[src/rtl/addr_bus_responder_pkg.sv]
// Shared definitions for the address-bus responder: bus widths matching the
// address register, wait-counter width and the responder state encoding.
package addr_bus_responder_pkg;

  localparam int ADDR_W = 16;
  localparam int DATA_W = 8;
  localparam int CNT_W  = 4;

  typedef enum logic [1:0] {
    ST_IDLE   = 2'd0,
    ST_WAIT   = 2'd1,
    ST_ACCESS = 2'd2,
    ST_DONE   = 2'd3
  } state_e;

endpackage

[src/rtl/addr_bus_responder_wait_counter.sv]
// Loadable 4-bit down-counter that times the responder's wait states.
// It saturates at zero, which is also what the zero flag reports.
module addr_bus_responder_wait_counter
  import addr_bus_responder_pkg::*;
(
  input  logic             clk,
  input  logic             reset,
  input  logic             load_i,
  input  logic [CNT_W-1:0] load_val_i,
  input  logic             dec_i,
  output logic [CNT_W-1:0] count_o,
  output logic             zero_o
);

  logic [CNT_W-1:0] cnt_q;
  logic [CNT_W-1:0] cnt_d;

  always_comb begin
    cnt_d = cnt_q;
    if (load_i) begin
      cnt_d = load_val_i;
    end else if (dec_i && (cnt_q != '0)) begin
      cnt_d = cnt_q - 1'b1;
    end
  end

  always_ff @(posedge clk) begin
    if (!reset) begin
      cnt_q <= '0;
    end else begin
      cnt_q <= cnt_d;
    end
  end

  assign count_o = cnt_q;
  assign zero_o  = (cnt_q == '0);

endmodule

[src/rtl/addr_bus_responder.sv]
// Memory-mapped byte responder: window decode, programmable wait states, one
// read/write per request. Define ADDR_RESP_BURST_EN to allow burst continuation.
//
// state  | meaning
// IDLE   | sampling requests; conflict pulses err
// WAIT   | burning WAIT_STATES cycles
// ACCESS | one RAM write, or RAM read into data_out
// DONE   | ready pulse (data_oe on reads); IDLE or next burst beat
module addr_bus_responder
  import addr_bus_responder_pkg::*;
#(
  parameter int                WIDTH       = ADDR_W,
  parameter int                DATA_WIDTH  = DATA_W,
  parameter logic [WIDTH-1:0]  BASE        = 16'h8000,
  parameter int                DEPTH       = 256,
  parameter int                WAIT_STATES = 2
) (
  input  logic                  clk,
  input  logic                  reset,
  input  logic [WIDTH-1:0]      addr_in,
  input  logic [DATA_WIDTH-1:0] data_in,
  input  logic                  rd_req,
  input  logic                  wr_req,
  input  logic                  burst,
  output logic [DATA_WIDTH-1:0] data_out,
  output logic                  data_oe,
  output logic                  ready,
  output logic                  err,
  output logic                  busy
);

  localparam int              OFFW  = $clog2(DEPTH);
  localparam logic [WIDTH:0]  LIMIT = (WIDTH+1)'({1'b0, BASE} + DEPTH);

  state_e                state_q;
  logic [OFFW-1:0]       off_q;
  logic [DATA_WIDTH-1:0] wdata_q;
  logic [DATA_WIDTH-1:0] data_out_q;
  logic                  is_wr_q;
  logic                  ready_q;
  logic                  err_q;
  logic                  oe_q;

  logic [DATA_WIDTH-1:0] mem [DEPTH];

  logic                  hit;
  logic                  one_req;
  logic                  both_req;
  logic [OFFW-1:0]       offset;
  logic                  cnt_load;
  logic [CNT_W-1:0]      cnt;
  logic                  cnt_zero;
  logic                  wait_last;
  logic                  burst_go;

  // Compare one bit wider so a window ending at the top of the address map still works.
  assign hit      = ({1'b0, addr_in} >= {1'b0, BASE}) && ({1'b0, addr_in} < LIMIT);
  assign offset   = OFFW'(addr_in - BASE);
  assign one_req  = rd_req ^ wr_req;
  assign both_req = rd_req & wr_req;
  assign cnt_load = (state_q == ST_IDLE) && hit && one_req;

  addr_bus_responder_wait_counter u_wait_counter (
    .clk        (clk),
    .reset      (reset),
    .load_i     (cnt_load),
    .load_val_i (CNT_W'(WAIT_STATES)),
    .dec_i      (state_q == ST_WAIT),
    .count_o    (cnt),
    .zero_o     (cnt_zero)
  );

  assign wait_last = cnt_zero || (cnt == CNT_W'(1));

`ifdef ADDR_RESP_BURST_EN
  assign burst_go = burst && (is_wr_q ? (wr_req && !rd_req) : (rd_req && !wr_req));
`else
  logic burst_unused;
  assign burst_unused = burst;
  assign burst_go     = 1'b0;
`endif

  always_ff @(posedge clk) begin
    if (!reset) begin
      state_q    <= ST_IDLE;
      off_q      <= '0;
      wdata_q    <= '0;
      is_wr_q    <= 1'b0;
      data_out_q <= '0;
      ready_q    <= 1'b0;
      err_q      <= 1'b0;
      oe_q       <= 1'b0;
    end else begin
      ready_q <= 1'b0;
      err_q   <= 1'b0;
      oe_q    <= 1'b0;
      case (state_q)
        ST_IDLE: begin
          if (hit && one_req) begin
            off_q   <= offset;
            wdata_q <= data_in;
            is_wr_q <= wr_req;
            state_q <= (WAIT_STATES == 0) ? ST_ACCESS : ST_WAIT;
          end else if (hit && both_req) begin
            err_q <= 1'b1;
          end
        end
        ST_WAIT: begin
          if (wait_last) begin
            state_q <= ST_ACCESS;
          end
        end
        ST_ACCESS: begin
          state_q <= ST_DONE;
          ready_q <= 1'b1;
          oe_q    <= !is_wr_q;
          if (!is_wr_q) begin
            data_out_q <= mem[off_q];
          end
        end
        ST_DONE: begin
          if (burst_go) begin
            off_q   <= off_q + 1'b1;
            state_q <= ST_ACCESS;
            if (is_wr_q) begin
              wdata_q <= data_in;
            end
          end else begin
            state_q <= ST_IDLE;
          end
        end
        default: state_q <= ST_IDLE;
      endcase
    end
  end

  // Array is deliberately outside reset; a reset during ACCESS must still suppress the write.
  always_ff @(posedge clk) begin
    if (reset && (state_q == ST_ACCESS) && is_wr_q) begin
      mem[off_q] <= wdata_q;
    end
  end

  assign data_out = data_out_q;
  assign data_oe  = oe_q;
  assign ready    = ready_q;
  assign err      = err_q;
  assign busy     = (state_q != ST_IDLE);

endmodule

[config.mk]
export PLATFORM = sky130hd
export DESIGN_NAME = addr_bus_responder
export DESIGN_NICKNAME = d
export VERILOG_FILES = /design/src/rtl/addr_bus_responder_pkg.sv /design/src/rtl/addr_bus_responder_wait_counter.sv /design/src/rtl/addr_bus_responder.sv
export SDC_FILE = /design/constraint.sdc
export NUM_CORES = 2
export LEC_CHECK = 0
export ABC_CLOCK_PERIOD_IN_PS = 11600
export BUFFER_PORTS_ARGS = -buffer_cell sky130_fd_sc_hd__buf_2
export CAP_MARGIN = 10
export CORE_UTILIZATION = 58
export CTS_CLUSTER_DIAMETER = 200
export DETAILED_ROUTE_END_ITERATION = 16
export GPL_TIMING_DRIVEN = 0
export PLACE_DENSITY = 0.74
export SYNTH_ARGS = -nofsm -noshare
export SYNTH_HDL_FRONTEND = slang
export SYNTH_SLANG_ARGS = --single-unit
[constraint.sdc]
create_clock -name clk -period 11.6 [get_ports clk]
set_input_delay 2.32 -clock clk [delete_from_list [all_inputs] [get_ports clk]]
set_output_delay 2.32 -clock clk [all_outputs]
set_load 0.005 [all_outputs]
==> reports/qor.tcl <==
set qor(status) {complete, but fails checks}
set qor(failed_checks) {max-capacitance violations}
set qor(max_slew_headroom) 0.003176
set qor(syn_nets) 3901
set qor(pin_count) 41
set qor(power.total_mw) 14.55
set qor(timing_hold_violations_final) 0
set qor(port-buffer-count) 39
set qor(timing.hold.worst_endpoint) {is_wr_q$_SDFFE_PN0P_}
set qor(clockBufferDepth) 3
set qor(max-vdd-ir-drop_uv) 147.5
set qor(critPathArrivalTime_ns) 6.58
set qor(fp-row-count) 136
set qor(die_width_um) 375.5
set qor(seq_area_frac_synth) 0.7687
set qor(synth-async-reset-ratio) 0
set qor(core_box_area_um2) 138000
set qor(die_h_um) 375.5
set qor(final_weighted_congestion_in_routability_driven_placement) 1.029
set qor(floorplan.initialDensity) 0.5862
set qor(synthFlopType) {edfxtp_1}
set qor(setup_repair_after_global_routing_missed_its_margin) {false}
set qor(grt_pass1_vias) 42530
set qor(grt_max_degree) 98
set qor(powerDensity_nw_per_um2) 160.6
set qor(grt_remaining_overflow) 0
set qor(route.detailed.drc) 0
set qor(hold_class) {reg -> reg}
set qor(timing.setup.tns_ns) 0
set qor(filler_cell_count) 8657
set qor(ctsRootBufferMaster) {clkbuf_16}
set qor(drtIter0Drc) 9867
set qor(setup.worst_path.class) {reg -> reg}
set qor(avgRoutedWirePerCell_um) 42.97
set qor(reg2reg_depth) 10
set qor(dr_total_vias) 45280
set qor(timing.critical_path.to_type) {flip-flop}
set qor(areaGrowthSynthToFinish_pct) 11.98
set qor(r2r-start) {off_q[3]$_SDFFE_PN0P_}
set qor(post-dp-hpwl_mm) 172.4
set qor(hold_depth) 2
set qor(post_cts.repair.setup_buffers) 0
set qor(synth-seq-cells) 2082
set qor(synthTopCellsByArea) {edfxtp_1 76%, mux4_2 13%, mux2i_1 2.3%, nor2_1 1.4%, dfxtp_1 0.84%}
set qor(clkSinkCount) 2082
set qor(synthesis.instances) 3866
set qor(maxCapViolCount) 1
set qor(netlist.area_leader.share) 0.7603
set qor(worstPathRequired_ns) 12.31
set qor(final-setup-viol-count) 0
set qor(reg2reg_slack_ns) 5.73
set qor(antenna_left) 0
set qor(synth-warning-count) 0
set qor(clkSlewWorstSetupHoldPaths_ns) 0.07
set qor(first_pass_iters) 8
set qor(grt_usage) 0.3805
set qor(critPathLaunchType) {flip-flop}
set qor(wire_length_of_the_first_global_routing_pass_mm) 354.5
set qor(synth.largest_area_cell) {edfxtp_1}
set qor(clock_skews_ns) 0.03685
set qor(cts.htree.levels) 4
set qor(r2r-end) {data_out[6]$_SDFFE_PN0P_}
set qor(timing.critical_path.fanout_max) 10
set qor(dieArea_um2) 141000
set qor(total_leakage_power_nw) 26.52
set qor(hold_ws_ns) 0.5054
set qor(holdCritStartpoint) {is_wr_q$_SDFFE_PN0P_}
set qor(drt-total-wl_mm) 265.5
set qor(tritoncts.num_buffers) 195
set qor(final_count_of_pins_violating_max_slew) 0
set qor(synth_area_um2) 80890
set qor(min_period_over_period) 0.5063
set qor(finish.net_count) 4174
set qor(max_freq_mhz) 170.3
set qor(cts_tree) {yes}
set qor(cts_resized) 0
set qor(post_route_utilization) 0.6564
set qor(syn_area_per_cell_um2) 20.92
set qor(postCtsHoldBufs) 0
set qor(post_synth_num_cell_types) 63
set qor(count_of_flip_flops_with_a_built_in_enable_after_synthesis) 2048
set qor(insertion_delay_ns) 0.86
set qor(antenna_found_initial) 12
set qor(drive_above_1_share) 0.2360
set qor(max_slew.worst_pin.slew_ns) 1.495
set qor(period_needed_ns) 5.873
set qor(vias_per_cell) 7.327
set qor(dp_cells) 5799
set qor(fin_cells) 6180
-- power breakdown --
| group | internal (mW) | switching [mW] |
|---|---|---|
| Combinational | 0.0122 | 0.0227 |
| Clock | 3.55 | 2.83 |
| Sequential | 8.13 | 0.00184 |
| Total | 11.7 | 2.86 |
-- synthesized netlist by cell type, types with 12 or more instances --
master,n
a22oi_1,82
dfxtp_1,34
mux2i_1,184
o221ai_1,15
nor2b_1,21
buf_6,16
buf_2,76
a31oi_1,15
buf_4,38
nand2_1,117
inv_1,12
a21boi_0,18
nand3_1,39
a221oi_1,22
nor2_1,300
buf_1,16
a21oi_1,48
edfxtp_1,2048
a211oi_1,12
o21ai_0,46
mux2_2,18
o22ai_1,13
mux4_2,480
clkbuf_1,86
-- registers in the layout (all words and copies together) (netlist names), 2 cells and up --
| name | count |
|---|---|
| u_wait_counter.count_o | 4 |
| off_q | 8 |
| mem | 2048 |
| data_out | 8 |
| state_q | 2 |
| wdata_q | 8 |
-- per-stage QoR --
stage | setup WS [ns] | area (um^2)
6_report | 5.727 | 90580
5_1_grt | 5.998 | 90560
4_1_cts | 6.215 | 90460
3_5_place_dp | 5.739 | 84170
3_3_place_gp | 3.602 | 83420
2_1_floorplan | 7.347 | 80890
-- per-layer routing --
metal,vias up,routed length [um],track usage
li1,16610,-,-
met1,23100,84070,0.4785
met2,4641,112900,0.5330
met3,909,47840,0.1807
met4,18,20210,0.2390
met5,-,517,0.008233
-- cell usage in the layout (no fill, tap or decap), types with 12 or more instances in the layout --
master        n
edfxtp_1   2048
mux4_2      480
nor2_1      299
clkbuf_16   199
mux2i_1     184
buf_2       118
nand2_1     117
clkbuf_1    103
a22oi_1      82
clkinv_1     51
a21oi_1      48
o21ai_0      46
clkinv_2     45
nand3_1      39
buf_4        38
dfxtp_1      26
a221oi_1     22
nor2b_1      21
a21boi_0     18
mux2_2       18
buf_16       18
buf_8        17
bufinv_16    17
buf_6        16
a31oi_1      15
o221ai_1     15
buf_1        13
o22ai_1      13
diode_2      12
inv_1        12
clkbuf_2     12
a211oi_1     12
-- cell type report --
| class | count | area (um^2) | share of cell area |
|---|---|---|---|
| buffer | 234 | 1282 | 0.01416 |
| tap | 1863 | 2331 | 0.02573 |
| multi-input combinational | 1537 | 17400 | 0.1921 |
| antenna | 12 | 30.03 | 0.0003315 |
| clock buffer | 233 | 5157 | 0.05694 |
| timing repair buffer | 76 | 991.0 | 0.01094 |
| clock inverter | 130 | 1131 | 0.01249 |
| inverter | 13 | 48.80 | 0.0005387 |
| sequential | 2082 | 62210 | 0.6868 |
-- worst max-delay path, stage by stage (launching register included) --
cell	delay, ns
dfxtp_1	0.70
buf_2	0.41
buf_2	0.65
buf_2	0.66
buf_2	0.80
mux2i_1	0.54
nor3_1	0.09
nor3_1	0.67
o21ai_0	0.22
a221oi_1	0.88
nor2_1	0.08
-- cell families after synthesis --
| group | after synthesis | share of synthesized area |
|---|---|---|
| flops | 2082 | 0.7687 |
| simple gates | 527 | 0.02749 |
| fa+ha+maj | 6 | 0.0009280 |
| buf+inv | 247 | 0.01623 |
| mux | 682 | 0.1589 |
| xor+xnor | 3 | 0.0003249 |
| compound gates | 319 | 0.02744 |
-- worst max path at each step --
stage	end	cells after the start	slack [ns]	from
after global routing	data_out[6]$_SDFFE_PN0P_	10	6.00	off_q[3]$_SDFFE_PN0P_
after CTS	mem[151][7]$_DFFE_PP_	9	6.21	off_q[1]$_SDFFE_PN0P_
after global placement	mem[84][3]$_DFFE_PP_	0	3.60	wdata_q[3]$_SDFFE_PN0P_
after floorplan	mem[0][0]$_DFFE_PP_	0	7.35	wdata_q[0]$_SDFFE_PN0P_
after detailed placement	mem[152][4]$_DFFE_PP_	6	5.74	reset
final	data_out[6]$_SDFFE_PN0P_	10	5.73	off_q[3]$_SDFFE_PN0P_
Note: power is estimated with default switching activity, not from simulation.
